$ cat config.mk
export PLATFORM = sky130hd
export DESIGN_NAME = master_tx_engine
export DESIGN_NICKNAME = d
export VERILOG_FILES = /design/src/rtl/master_tx_engine.sv
export SDC_FILE = /design/constraint.sdc
export NUM_CORES = 1
export LEC_CHECK = 0
export BUFFER_PORTS_ARGS = -buffer_cell sky130_fd_sc_hd__buf_2
export CAP_MARGIN = 20
export CORE_MARGIN = 10
export CORE_UTILIZATION = 25
export CTS_BUF_LIST = sky130_fd_sc_hd__clkbuf_16
export DETAILED_ROUTE_END_ITERATION = 8
export PLACE_DENSITY_LB_ADDON = 0.05
export SYNTH_ARGS = -nofsm -noshare
export SYNTH_HDL_FRONTEND = slang
export SYNTH_SLANG_ARGS = --single-unit
export TNS_END_PERCENT = 20
$ cat constraint.sdc
create_clock -name clk -period 3.5 [get_ports clk]
set_input_delay 0.525 -clock clk [delete_from_list [all_inputs] [get_ports clk]]
set_output_delay 0.525 -clock clk [all_outputs]
set_load 0.02 [all_outputs]
$ cat src/rtl/master_tx_engine.sv
// Multi-lane serial master transmit engine: latches a request, arbitrates for the bus,
// shifts slave select then address/data LSB-first over LANES bits per beat, with timeouts and bounded retry.
module master_tx_engine #(
    parameter int SLAVE_LEN = 2,
    parameter int ADDR_LEN  = 12,
    parameter int DATA_LEN  = 8,
    parameter int LANES     = 1,
    parameter int TIMEOUT   = 16,
    parameter int MAX_RETRY = 3
) (
    input  logic                 clk,
    input  logic                 reset,
    input  logic [SLAVE_LEN-1:0] slave_select,
    input  logic [1:0]           instruction,
    input  logic [ADDR_LEN-1:0]  address,
    input  logic [DATA_LEN-1:0]  data,
    input  logic                 rx_done,
    output logic                 master_ready,
    output logic                 tx_done,
    output logic                 tx_error,
    input  logic                 arbitor_busy,
    input  logic                 bus_busy,
    input  logic                 approval_grant,
    input  logic                 slave_ready,
    output logic                 approval_request,
    output logic                 master_valid,
    output logic                 write_en,
    output logic                 read_en,
    output logic [LANES-1:0]     tx_slave_select,
    output logic [LANES-1:0]     tx_address,
    output logic [LANES-1:0]     tx_data
);

    localparam int SB      = (SLAVE_LEN + LANES - 1) / LANES;
    localparam int AB      = (ADDR_LEN + LANES - 1) / LANES;
    localparam int DB      = (DATA_LEN + LANES - 1) / LANES;
    localparam int XBW     = (AB > DB) ? AB : DB;
    localparam int MAXB    = (XBW > SB) ? XBW : SB;
    localparam int BW      = $clog2(MAXB + 1);
    localparam int TW      = $clog2(TIMEOUT);
    localparam int RW      = $clog2(MAX_RETRY + 2);
    localparam int SEL_PAD = SB * LANES;
    localparam int X_PAD   = XBW * LANES;

    localparam logic [BW-1:0] SB_LAST = BW'(SB - 1);
    localparam logic [BW-1:0] AB_LAST = BW'(AB - 1);
    localparam logic [BW-1:0] XB_LAST = BW'(XBW - 1);
    localparam logic [TW-1:0] T_LAST  = TW'(TIMEOUT - 1);
    localparam logic [RW-1:0] MAX_R   = RW'(MAX_RETRY);

    localparam logic [2:0] ST_IDLE       = 3'd0;
    localparam logic [2:0] ST_REQ        = 3'd1;
    localparam logic [2:0] ST_SEL        = 3'd2;
    localparam logic [2:0] ST_GRANT_WAIT = 3'd3;
    localparam logic [2:0] ST_HS_WAIT    = 3'd4;
    localparam logic [2:0] ST_XFER       = 3'd5;
    localparam logic [2:0] ST_READ_WAIT  = 3'd6;
    localparam logic [2:0] ST_DONE       = 3'd7;

    logic [2:0]           state_q, state_d;
    logic [TW-1:0]        timer_q, timer_d;
    logic [BW-1:0]        beat_q, beat_d;
    logic [RW-1:0]        retryCnt_q, retryCnt_d;
    logic [SLAVE_LEN-1:0] selLatch_q, selLatch_d;
    logic [ADDR_LEN-1:0]  addrLatch_q, addrLatch_d;
    logic [DATA_LEN-1:0]  dataLatch_q, dataLatch_d;
    logic                 isRead_q, isRead_d;

    logic                 masterReady_q, masterReady_d;
    logic                 txDone_q, txDone_d;
    logic                 txError_q, txError_d;
    logic                 approvalReq_q, approvalReq_d;
    logic                 masterValid_q, masterValid_d;
    logic                 writeEn_q, writeEn_d;
    logic                 readEn_q, readEn_d;
    logic [LANES-1:0]     txSel_q, txSel_d;
    logic [LANES-1:0]     txAddr_q, txAddr_d;
    logic [LANES-1:0]     txData_q, txData_d;

    logic                 expired;
    logic                 retryReq;
    logic                 abort;
    logic [BW-1:0]        xferLast;
    logic [SEL_PAD-1:0]   selPad;
    logic [X_PAD-1:0]     addrPad;
    logic [X_PAD-1:0]     dataPad;

    assign selPad   = SEL_PAD'(selLatch_q);
    assign addrPad  = X_PAD'(addrLatch_q);
    assign dataPad  = X_PAD'(dataLatch_q);
    assign expired  = (timer_q == T_LAST);
    assign xferLast = isRead_q ? AB_LAST : XB_LAST;

    always_comb begin
        state_d     = state_q;
        timer_d     = '0;
        beat_d      = beat_q;
        retryCnt_d  = retryCnt_q;
        selLatch_d  = selLatch_q;
        addrLatch_d = addrLatch_q;
        dataLatch_d = dataLatch_q;
        isRead_d    = isRead_q;
        retryReq    = 1'b0;
        abort       = 1'b0;

        case (state_q)
            ST_IDLE: begin
                if (instruction[1]) begin
                    selLatch_d  = slave_select;
                    addrLatch_d = address;
                    dataLatch_d = data;
                    isRead_d    = instruction[0];
                    retryCnt_d  = '0;
                    state_d     = ST_REQ;
                end
            end
            ST_REQ: begin
                if (!arbitor_busy && !bus_busy) begin
                    beat_d  = '0;
                    state_d = ST_SEL;
                end
            end
            ST_SEL: begin
                if (beat_q == SB_LAST) state_d = ST_GRANT_WAIT;
                else                   beat_d  = beat_q + 1'b1;
            end
            // Grant wins over a simultaneous bus_busy; losing arbitration is not a retry.
            ST_GRANT_WAIT: begin
                if (approval_grant)  state_d  = ST_HS_WAIT;
                else if (bus_busy)   state_d  = ST_REQ;
                else if (expired)    retryReq = 1'b1;
            end
            ST_HS_WAIT: begin
                if (slave_ready) begin
                    beat_d  = '0;
                    state_d = ST_XFER;
                end else if (expired) begin
                    retryReq = 1'b1;
                end
            end
            ST_XFER: begin
                if (beat_q == xferLast) state_d = isRead_q ? ST_READ_WAIT : ST_DONE;
                else                    beat_d  = beat_q + 1'b1;
            end
            ST_READ_WAIT: begin
                if (rx_done) begin
                    state_d = ST_IDLE;
                end else if (expired) begin
                    abort   = 1'b1;
                    state_d = ST_IDLE;
                end
            end
            ST_DONE:  state_d = ST_IDLE;
            default:  state_d = ST_IDLE;
        endcase

        if (retryReq) begin
            if (retryCnt_q < MAX_R) begin
                retryCnt_d = retryCnt_q + 1'b1;
                state_d    = ST_REQ;
            end else begin
                abort   = 1'b1;
                state_d = ST_IDLE;
            end
        end

        if ((state_d == state_q) &&
            (state_q == ST_GRANT_WAIT || state_q == ST_HS_WAIT || state_q == ST_READ_WAIT))
            timer_d = timer_q + 1'b1;
    end

    // Output registers are loaded with the values belonging to the next state.
    always_comb begin
        masterReady_d = (state_d == ST_IDLE);
        approvalReq_d = (state_d == ST_REQ) || (state_d == ST_SEL);
        masterValid_d = (state_d == ST_HS_WAIT) || (state_d == ST_XFER);
        writeEn_d     = masterValid_d && !isRead_d;
        readEn_d      = masterValid_d && isRead_d;
        txDone_d      = (state_d == ST_XFER) && (beat_d == xferLast);
        txError_d     = abort;
        txSel_d       = txSel_q;
        txAddr_d      = txAddr_q;
        txData_d      = txData_q;
        if (state_d == ST_SEL)
            txSel_d = LANES'(selPad >> (32'(beat_d) * LANES));
        if (state_d == ST_XFER) begin
            txAddr_d = LANES'(addrPad >> (32'(beat_d) * LANES));
            txData_d = isRead_q ? '0 : LANES'(dataPad >> (32'(beat_d) * LANES));
        end
    end

    always_ff @(posedge clk) begin
        if (reset) begin
            state_q       <= ST_IDLE;
            timer_q       <= '0;
            beat_q        <= '0;
            retryCnt_q    <= '0;
            selLatch_q    <= '0;
            addrLatch_q   <= '0;
            dataLatch_q   <= '0;
            isRead_q      <= 1'b0;
            masterReady_q <= 1'b1;
            txDone_q      <= 1'b0;
            txError_q     <= 1'b0;
            approvalReq_q <= 1'b0;
            masterValid_q <= 1'b0;
            writeEn_q     <= 1'b0;
            readEn_q      <= 1'b0;
            txSel_q       <= '0;
            txAddr_q      <= '0;
            txData_q      <= '0;
        end else begin
            state_q       <= state_d;
            timer_q       <= timer_d;
            beat_q        <= beat_d;
            retryCnt_q    <= retryCnt_d;
            selLatch_q    <= selLatch_d;
            addrLatch_q   <= addrLatch_d;
            dataLatch_q   <= dataLatch_d;
            isRead_q      <= isRead_d;
            masterReady_q <= masterReady_d;
            txDone_q      <= txDone_d;
            txError_q     <= txError_d;
            approvalReq_q <= approvalReq_d;
            masterValid_q <= masterValid_d;
            writeEn_q     <= writeEn_d;
            readEn_q      <= readEn_d;
            txSel_q       <= txSel_d;
            txAddr_q      <= txAddr_d;
            txData_q      <= txData_d;
        end
    end

    assign master_ready     = masterReady_q;
    assign tx_done          = txDone_q;
    assign tx_error         = txError_q;
    assign approval_request = approvalReq_q;
    assign master_valid     = masterValid_q;
    assign write_en         = writeEn_q;
    assign read_en          = readEn_q;
    assign tx_slave_select  = txSel_q;
    assign tx_address       = txAddr_q;
    assign tx_data          = txData_q;

endmodule

# [Yosys cells after proc, flatten, opt, wreduce, memory -nomap -nowiden]
# Index checks and enable logic that the tools add are counted.
[totals] memories=0 register_bits=47 output_inout_bits=10 ramBits=0 word_cells=92 latch_bits=0 rom_bits=0 inputBits=31
[classes] muxes=34 addsub=3 mul=0 div=0 bitwise=1 n_eq_ne=16 order_cmp=1 shifts=3 reduce_logical=16
[op_table] cell="2-to-1 mux 3 bit" n=14
[op_table] cell="one-hot mux 3 bit (8 select lines)" n=1
[op_table] cell="== test 3 bit (second input constant)" n=6
[op_table] cell="2-to-1 mux 4 bit" n=4
[op_table] cell="one-hot mux 4 bit (4 select lines)" n=1
[op_table] cell="2-to-1 mux 1 bit" n=13
[op_table] cell="== test 4 bit (second input constant)" n=3
[op_table] cell=">> shifter 12 x 4 -> 1 bit" n=1
[op_table] cell="== test 3 x 2 -> 1 bit (second input constant)" n=3
[op_table] cell="adder 4 x 1 -> 4 bit (second input constant)" n=2
[op_table] cell=">> shifter 8 x 4 -> 1 bit" n=1
[op_table] cell="== test 3 x 1 -> 1 bit (second input constant)" n=2
[op_table] cell="zero test 3 bit" n=2
[op_table] cell="logical AND 1 bit" n=5
[op_table] cell="== test 4 x 1 -> 1 bit (second input constant)" n=1
[op_table] cell="logical OR 1 bit" n=4
[op_table] cell=">> shifter 2 x 4 -> 1 bit" n=1
[op_table] cell="adder 3 x 1 -> 3 bit (second input constant)" n=1
[op_table] cell="== test 3 bit" n=1
[op_table] cell="zero test 1 bit" n=3
[op_table] cell="less-than comparator 3 x 2 -> 1 bit (second input constant)" n=1
[op_table] cell="one-hot mux 1 bit (2 select lines)" n=1
[op_table] cell="AND reduction 2 bit" n=1
[op_table] cell="OR reduction 2 bit" n=1
[op_table] cell="inverter 1 bit" n=1

# [Longest topological paths before layout]
# Gate-level depths: netlist of run 1.
[logic_depth] depth_word=10 depth_mapped=10 ltp_nobuf=9

# [Worst setup path after synthesis of run 1]
# No wires, ideal clock.
[synth_timing] path_kind="register -> register" startpoint="reg beat_q[0]" endpoint="reg txData_q, in the netlist tx_data" t_arrival_ps=2349 path_stages_with_launch=9 required_time_ps=3416 path_slack_ps=1067 path_buffers=0 period_less_slack_ps=2433 setup_ps=84 cell_sequence="dfxtp_1 > ha_1 > or3b_4 > o22ai_2 > a221oi_2 > o31ai_4 > nand4_4 > or4b_4 > o31ai_2"
[synth_between] elab_chain_len=5 word_cells_on_any_way=15 cone_classes="add/sub (1); eq/ne (3); shift (1); mux (10)"
[synth_rtl] element="start: declaration" line_no="62" text="logic [BW-1:0] beat_q, beat_d;"
[synth_rtl] element="start signal: assignment" line_no="215" text="beat_q <= beat_d;"
[synth_rtl] element="adder 4 x 1 -> 4 bit (tied with other cells)" line_no="125, 143"
[synth_rtl] element="2-to-1 mux 4 bit (tied with other cells)" line_no="142" text="if (beat_q == xferLast) state_d = isRead_q ? ST_READ_WAIT : ST_DONE;"
[synth_rtl] element="one-hot mux 4 bit (4 select lines) or one-hot mux 3 bit (8 select lines) (tied branches)" line_no="106" text="case (state_q)"
[synth_rtl] element=">> shifter 8 x 4 -> 1 bit or 2-to-1 mux 3 bit (tied branches)" line_no="188, 157"
[synth_rtl] element="2-to-1 mux 1 bit or == test 3 bit (tied branches)" line_no="188, 186"
[synth_rtl] element="end signal: assignment" line_no="230" text="txData_q <= txData_d;"
[synth_rtl] element="end: declaration" line_no="78" text="logic [LANES-1:0] txData_q, txData_d;"
# Parallel ways exist; a longest one is shown, timed or not.
# A chain may end at the register's enable or synchronous reset.

# [Worst setup path in the final report of run 1]
[layout_timing] startpoint="reg state_q[0]" endpoint="reg txData_q, in the netlist tx_data"
[layout_between] elab_chain_len=5 word_cells_on_any_way=24 cone_classes="eq/ne (8); shift (1); mux (14); reduce/logical (1)"
[layout_rtl] element="start: declaration" line_no="60" text="logic [2:0] state_q, state_d;"
[layout_rtl] element="start signal: assignment" line_no="213" text="state_q <= state_d;"
[layout_rtl] element="branches (longest 5 deep; another with >> shifter 8 x 4 -> 1 bit)"
# Several ways; the timed one is not identified.

==> results.cfg, run 1 <==
[pwr]
clock_power_share_pct = 40.1
ir_drop_mv = 0.171
power_switching_mw = 0.275
p_leak_nw = 1.08
combinationalPowerShare_pct = 9.5
sw_frac_of_total_pct = 24.3
intPower_mw = 0.856
power_frac_seq_pct = 50.5
total_power_mw = 1.13
powerDensity_mw_per_mm2 = 418

[detailed_routing]
avgViaCountPerCell = 4.73
drc = 0
drtAntennaViolNets = 0
drt_pass1_iterations = 4
vias = 1997
dr_wl_met3_um = 214
drt_wl_total_mm = 6.32
drt_iter0_markers = 78
routedWlPerCell_um = 15.0
met2_length_mm = 2.89
routed.top_layer = met4
met1Wirelength_mm = 3.15

[timing]
period_share_pct = 80.5
fin_crit_ps = 2820
worst_slew_pin_slew_ps = 890
clock.fmax_mhz = 355
fin_skew_ps = 7.46
setup_viol = 0
rsz0062_at_grt = false
setup_slack_ps = 681
fin_setup_tns_ps = 0
hold_ws_ps = 446
slew_headroom_pct = 40.5
hold_viol = 0
timing.final.max_slew_violations = 0

[setup_path]
critical_path_class = flop to flop
reg2reg_slack_ps = 680
cp.arrival_ps = 2990
cp-start-kind = flop
end_kind = flop
cp.required_ps = 3670
critPathMaxFanout = 18

[cells_and_area]
drive_gt1_share_pct = 20.7
insertedDiodeCount = 0
area_growth_pct = 17.3
layout_commonest_cell = nand2_1
num-nets-final = 350
layout_common_cells = 66 x nand2_1, 47 x dfxtp_1, 40 x buf_2

[clock_network]
cts_tree = done
cts_sinks = 47
postCtsSetupRepairBufs = 0
cts_inserted_buffers = 5
cts_root_buf = clkbuf_16
cts_resized = 0
clkTransAtPathRegs_ps = 70
hold_buffers = 0
cts_buffer_depth = 2
cts_max_level = 2
clkLatencyLatePin_ps = 280

[place]
dp_hpwl_mm = 4.70
gp_congestion = 0.745
dp_slack_ps = 677
port_buffers = 40

[synth]
synth_top_flop_cell = dfxtp_1
synth-edff-count = 0
ys_ff_latch = 47
yosysUniqueCellTypes = 62
synth.yosys.seq_area_share_pct = 40.9
syn-cell-area_sq_mm = 0.00230
ys_warn_count = 0
synth_async_sr_flop_share_pct = 0
syn-num-nets = 315
syn-instance-count = 280
synth_area_per_cell_sq_um = 8.22

[global_route]
antenna_found_initial = 0
track_usage_pct = 9.79
first_global_vias = 2048
grt_max_degree = 43
grt_overflow_total = 0
grt_pass1_wl_mm = 10.5

[floorplan]
die_area_sq_mm = 0.0134
die_h_um = 116
die_w_um = 116
rows = 34
core_area_sq_mm = 0.00885
io_pins = 41
initial_utilization_pct = 26.0

[status]
outcome = completed

[worst_hold_path]
hp-class = flop to flop

[run]
maxCapViolations = 0
## layout make-up
cell class              instances  area [sq um]
clock buffers                   5           125
flip-flops and latches         47           941
clock inverters                 1          7.51
multi-input cells             207          1230
well taps                     108           135
repair buffers                 42           215
fillers                      1012          6150
inverters                      12          45.0
## worst max-delay path: stages (launching register included)
cell and delay [ps]:
dfxtp_1 690, or3b_2 520, o221ai_2 290, o21ai_1 190
a21oi_2 350, mux2_2 390, o22ai_1 200, o31ai_2 90
## stage by stage
step	instance area, sq um	utilization (%)	cells
after floorplan	2300	-	280
after CTS	2700	30.5	422
after global placement	2570	29.0	416
after global routing	2700	30.5	422
after detailed placement	2570	29.0	416
final	2700	30.5	422
## cell usage after synthesis, types with 3 or more instances
library cell  instances  share of area [%]
nand2_1              66                 11
dfxtp_1              47                 41
a21oi_1              30                6.5
nor2_1               20                3.3
inv_1                12                2.0
nand3_1               9                2.0
clkbuf_1              8                1.3
a21o_1                4                1.3
a31oi_1               4                1.1
ha_1                  4                2.2
nand3b_1              4                1.3
nor3_1                4               0.87
buf_6                 3                1.5
mux2_2                3                1.5
nor2b_1               3               0.82
xnor2_1               3                1.1
## per-layer routing
| metal | GRT usage (%) | up-vias |
|---|---|---|
| met5 | 0 | - |
| met4 | 3.25 | 0 |
| met3 | 2.84 | 4 |
| met2 | 15.9 | 29 |
| met1 | 12.2 | 920 |
| li1 | - | 1044 |
## registers in the layout, summed over array words and instances (netlist names), 2 cells and up
signal	count
state_q	3
retryCnt_q	3
beat_q	4
selLatch_q	2
timer_q	4
dataLatch_q	8
addrLatch_q	12
## power by group through the flow
stage	Combinational (mW)	Clock (mW)	Sequential, mW
6_report	0.107	0.453	0.571
5_1_grt	0.121	0.490	0.574
4_1_cts	0.110	0.469	0.571
3_5_place_dp	0.109	0	0.584
3_3_place_gp	0.109	0	0.584
2_1_floorplan	0.0766	0	0.577
## worst paths after layout
| check | end | start | depth (start not counted) |
|---|---|---|---|
| max | tx_data | state_q[0] | 7 |
| min reg2reg | timer_q[0] | timer_q[0] | 1 |
| min | timer_q[0] | timer_q[0] | 1 |
| max reg2reg | tx_data | state_q[0] | 7 |
## cells by family (layout without fill, tap and decap cells)
family / count (synthesis) / count (layout) / share of synthesized area, %
flip-flops: 47 / 47 / 40.9
AND/OR/NAND/NOR: 127 / 127 / 26.7
AO/OA/AOI/OAI: 67 / 67 / 20.8
multiplexers: 5 / 5 / 2.34
buffers and inverters: 26 / 60 / 5.60
adder cells (fa/ha/maj): 4 / 4 / 2.17
XOR/XNOR: 4 / 4 / 1.52
No activity file was read; power rests on OpenSTA's default activity.
==> inputs of run 2 (changes only) <==
- clock period: 3.5 -> 2.9 ns (I/O delays scaled with it)
==> run 2 against run 1 <==
  * Sequential power up 20%
  * Die area unchanged
  * Total power up 22%
  * Routed wire length up 1.9%
  * Combinational power up 27%
  * Cell count up 1.9%
==> results.cfg, run 2 (synthesized netlist as in run 1, its figures left out) <==
[timing]
hold_ws_ps = 382
rsz0062_at_grt = false
fin_setup_tns_ps = 0
worst_slew_pin_slew_ps = 805
setup_viol = 0
slew_headroom_pct = 46.3
period_share_pct = 92.4
timing.final.max_slew_violations = 0
fin_skew_ps = 6.38
hold_viol = 0
clock.fmax_mhz = 373
fin_crit_ps = 2680

[place]
gp_congestion = 0.756
dp_hpwl_mm = 4.80
place_area_sq_mm = 0.00261
port_buffers = 40

[worst_hold_path]
hp-class = primary input to flop

[clock_network]
cts_tree = done
cts_buffer_depth = 2
cts_max_level = 2
cts_inserted_buffers = 5
clkLatencyLatePin_ps = 280
clkTransAtPathRegs_ps = 60
cts_root_buf = clkbuf_16
cts_sinks = 47

[cells_and_area]
drive_gt1_share_pct = 22.7
finalInstanceArea_sq_mm = 0.00276
layout_common_cells = 66 x nand2_1, 46 x dfxtp_1, 40 x buf_2
largest_reg_flops = 12
area_growth_pct = 19.7
insertedDiodeCount = 0
num-nets-final = 356
layout_commonest_cell = nand2_1
top_regs = addrLatch_q: 12 flops, dataLatch_q: 8 flops
nFillCells = 1026
top_register = addrLatch_q

[setup_path]
cp.arrival_ps = 2880
critPathMaxFanout = 6
cp.required_ps = 3100
end_kind = flop
critical_path_class = flop to flop
cp-start-kind = flop

[detailed_routing]
routedWlPerCell_um = 15.0
drc = 0
drtAntennaViolNets = 0
drt_wl_total_mm = 6.43
drt_iter0_markers = 91
avgViaCountPerCell = 4.68
drt_pass1_iterations = 6
vias = 2012

[run]
maxCapViolations = 0

[floorplan]
initial_utilization_pct = 26.0
rows = 34
die_h_um = 116
die_area_sq_mm = 0.0134
core_area_sq_mm = 0.00885
io_pins = 41
die_w_um = 116

[global_route]
grt_max_degree = 43
grt_overflow_total = 0
grt_pass1_wl_mm = 11.0
antenna_found_initial = 0
track_usage_pct = 10.1
first_global_vias = 2187

[pwr]
powerDensity_mw_per_mm2 = 502
ir_drop_mv = 0.224
p_leak_nw = 1.11

[status]
outcome = completed
==> run 2: changes by cell type in the layout (fill, tap and decap cells not counted), sizes merged <==
cell,before,now
clkinv,0,1
buf,42,48
inv,12,13
==> run 2: metal layers <==
metal / global-route usage [%] / up-vias / routed length [um]
li1: - / 1062 / -
met5: 0 / - / 0
met4: 3.00 / 0 / 55
met2: 16.5 / 30 / 2900
met3: 2.17 / 4 / 249
met1: 13.0 / 916 / 3230
==> run 2: what timing repair did <==
action                     4_1_cts  5_1_grt
gates resized for setup          0        1
setup endpoints to repair        0        1
hold buffers                     0        0
buffers inserted                 0        0
==> run 2: worst max-delay path: stages (launching register included) <==
cell      delay, ps
dfxtp_1         430
ha_1            180
or3b_4          400
o22ai_2         140
a221oi_2        100
o31ai_4         400
nand4_4         190
or4b_4          560
o31ai_2         210
==> run 2: stage by stage <==
stage	util [%]	worst slack (ps)	power (mW)	instances
after global routing	31.2	51.4	1.46	430
after CTS	31.1	205	1.41	430
after global placement	29.5	286	0.842	422
final	31.2	221	1.38	430
after floorplan	-	467	0.789	280
after detailed placement	29.5	226	0.841	422
==> run 2: path summary, 6_finish.rpt <==
path / from / end / slack (ps) / cells after the start
setup / recovery: beat_q[0] / tx_data / 220 / 8
hold / removal: address[1] / addrLatch_q[1] / 380 / 3
hold reg to reg: timer_q[0] / timer_q[0] / 450 / 1
setup reg to reg: beat_q[0] / tx_data / 220 / 8
==> run 2: layout make-up <==
| cell class | instances | area [sq um] | share of cell area [%] |
|---|---|---|---|
| flip-flops and latches | 47 | 942 | 34.2 |
| clock inverters | 3 | 16.3 | 0.590 |
| inverters | 12 | 45.0 | 1.63 |
| well taps | 108 | 135 | 4.90 |
| multi-input cells | 207 | 1230 | 44.7 |
| clock buffers | 5 | 125 | 4.54 |
| repair buffers | 48 | 260 | 9.44 |
==> run 2: where the power goes <==
| part | internal, mW | switching (mW) |
|---|---|---|
| registers | 0.670 | 0.0164 |
| logic | 0.0565 | 0.0797 |
| clock network | 0.315 | 0.246 |
==> inputs of run 3 (changes only) <==
- CORE_MARGIN: 10 -> not set
- clock period: 2.9 -> 3 ns (I/O delays scaled with it)
==> run 3 against run 2 <==
  * The flow now finishes with violations (DRC)
  * Combinational power decreased by 4%
  * Utilization increased by 0.25 points
  * Cell count decreased by 0.47%
  * Worst hold slack improved by 18 ps
  * First-iteration DRC count decreased by 51%
  * Critical path type unchanged
  * Critical endpoint unchanged
  * Clock-buffer cell count unchanged
  * Design area increased by 0.32%
  * Register-to-register slack improved by 100 ps
  * Critical path depth decreased by 1
  * Routed wire length decreased by 6.0%
==> results.cfg, run 3 (synthesized netlist as in run 1, its figures left out) <==
[floorplan]
io_pins = 41
die_h_um = 98.0
initial_utilization_pct = 26.1
core_area_sq_mm = 0.00881
rows = 34
die_w_um = 98.0
die_area_sq_mm = 0.00960

[clock_network]
cts_root_buf = clkbuf_16
cts_tree = done
clkTransAtPathRegs_ps = 60
clkLatencyLatePin_ps = 280
cts_buffer_depth = 2
cts_inserted_buffers = 5
postCtsSetupRepairBufs = 0
hold_buffers = 0
cts_sinks = 47
cts_resized = 0
cts_max_level = 2

[timing]
rsz0062_at_grt = false
clock.fmax_mhz = 373
timing.final.max_slew_violations = 0
setup_viol = 0
period_share_pct = 89.3
hold_ws_ps = 400
slew_headroom_pct = 44.6
worst_slew_pin_slew_ps = 832
fin_skew_ps = 5.38
fin_setup_tns_ps = 0
hold_viol = 0
fin_crit_ps = 2680

[cells_and_area]
largest_reg_flops = 12
top_regs = addrLatch_q: 12 flops, dataLatch_q: 8 flops
layout.cells.non_filler = 428
area_growth_pct = 20.1
drive_gt1_share_pct = 21.9
layout_commonest_cell = nand2_1
finalInstanceArea_sq_mm = 0.00277
nFillCells = 999
layout_common_cells = 66 x nand2_1, 47 x dfxtp_1, 40 x buf_2
insertedDiodeCount = 0
top_register = addrLatch_q
num-nets-final = 355

[pwr]
total_power_mw = 1.41
ir_drop_mv = 0.204
powerDensity_mw_per_mm2 = 511
p_leak_nw = 1.12

[detailed_routing]
drt_pass1_iterations = 6
met2_length_mm = 2.76
drt_iter0_markers = 45
routed.top_layer = met4
dr_wl_met3_um = 217
met1Wirelength_mm = 3.02
routedWlPerCell_um = 14.1
vias = 2027
drtAntennaViolNets = 0
drc = 4
drt_wl_total_mm = 6.05
avgViaCountPerCell = 4.74

[setup_path]
cp_num_buf_inv = 0
cp.required_ps = 3200
cp-start-kind = flop
end_kind = flop
slowest_stage = or4b_4
critical_path_class = flop to flop
critical_path.top_delay_family = simple AND/OR/NAND/NOR gates
path_cells = nand2b_1, o32ai_1, a21oi_1, nand2_1, nand4_4, or4b_4, o31ai_2
cpPeakStageDelay_ps = 540
critPathMaxFanout = 12
reg2reg_depth = 7
cp.arrival_ps = 2880
r2r-end = tx_data
reg2reg_from = state_q[1]
reg2reg_slack_ps = 320

[worst_hold_path]
worstHoldPathCells = 3
hold_end = addrLatch_q[4]
hp-class = primary input to flop
min_from = address[4]

[place]
placed_cells = 421
gp_congestion = 0.722
port_buffers = 40
dp_hpwl_mm = 4.38
place_area_sq_mm = 0.00261

[status]
failed_checks = DRC
outcome = complete, but fails checks

[global_route]
grt_max_degree = 43
antenna_found_initial = 0
first_global_vias = 1980
grt_overflow_total = 0
track_usage_pct = 13.3
grt_pass1_wl_mm = 10.2

[run]
maxCapViolations = 0
-- run 3: changes by cell type in the layout (fill, tap and decap cells not counted), sizes merged --
cell	change
buf	-1
bufinv	+1
clkinv	-1
clkinvlp	-1
-- run 3: worst max-delay path by stage --
stage | cells after the start | slack (ps) | endpoint | startpoint
2_1_floorplan | 8 | 570 | tx_data | beat_q[0]
3_3_place_gp | 8 | 350 | tx_data | bus_busy
3_5_place_dp | 8 | 290 | tx_data | bus_busy
4_1_cts | 7 | 280 | tx_data | state_q[1]
5_1_grt | 7 | 130 | tx_data | state_q[1]
6_report | 7 | 320 | tx_data | state_q[1]
-- run 3: per-stage QoR --
| step | utilization, % | worst slack (ps) |
|---|---|---|
| global placement | 29.6 | 347 |
| finish | 31.4 | 322 |
| global route | 31.4 | 125 |
| detailed placement | 29.6 | 287 |
| floorplan | - | 567 |
| CTS | 31.4 | 277 |
-- run 3: final cells by class --
class,instances,area (sq um),area share (%)
clock buffer,5,125,4.52
clock inverter,2,33.8,1.22
inverter,12,45.0,1.63
multi-input combinational,207,1230,44.6
sequential,47,941,34.0
tap,108,135,4.89
timing repair buffer,47,253,9.14
-- run 3: routing by layer --
| metal | GRT usage, % | vias up |
|---|---|---|
| met5 | 0 | - |
| li1 | - | 1053 |
| met1 | 17.5 | 930 |
| met3 | 2.65 | 4 |
| met4 | 3.50 | 0 |
| met2 | 22.3 | 40 |
-- run 3: tightest hold or removal path, cell delays in order --
cell and delay, ps:
buf_2 90, nand2_1 40, a21oi_1 50
-- run 3: power by group --
part	internal, mW	total (mW)	switching, mW
logic	0.0542	0.131	0.0772
clock network	0.386	0.619	0.233
registers	0.648	0.663	0.0153
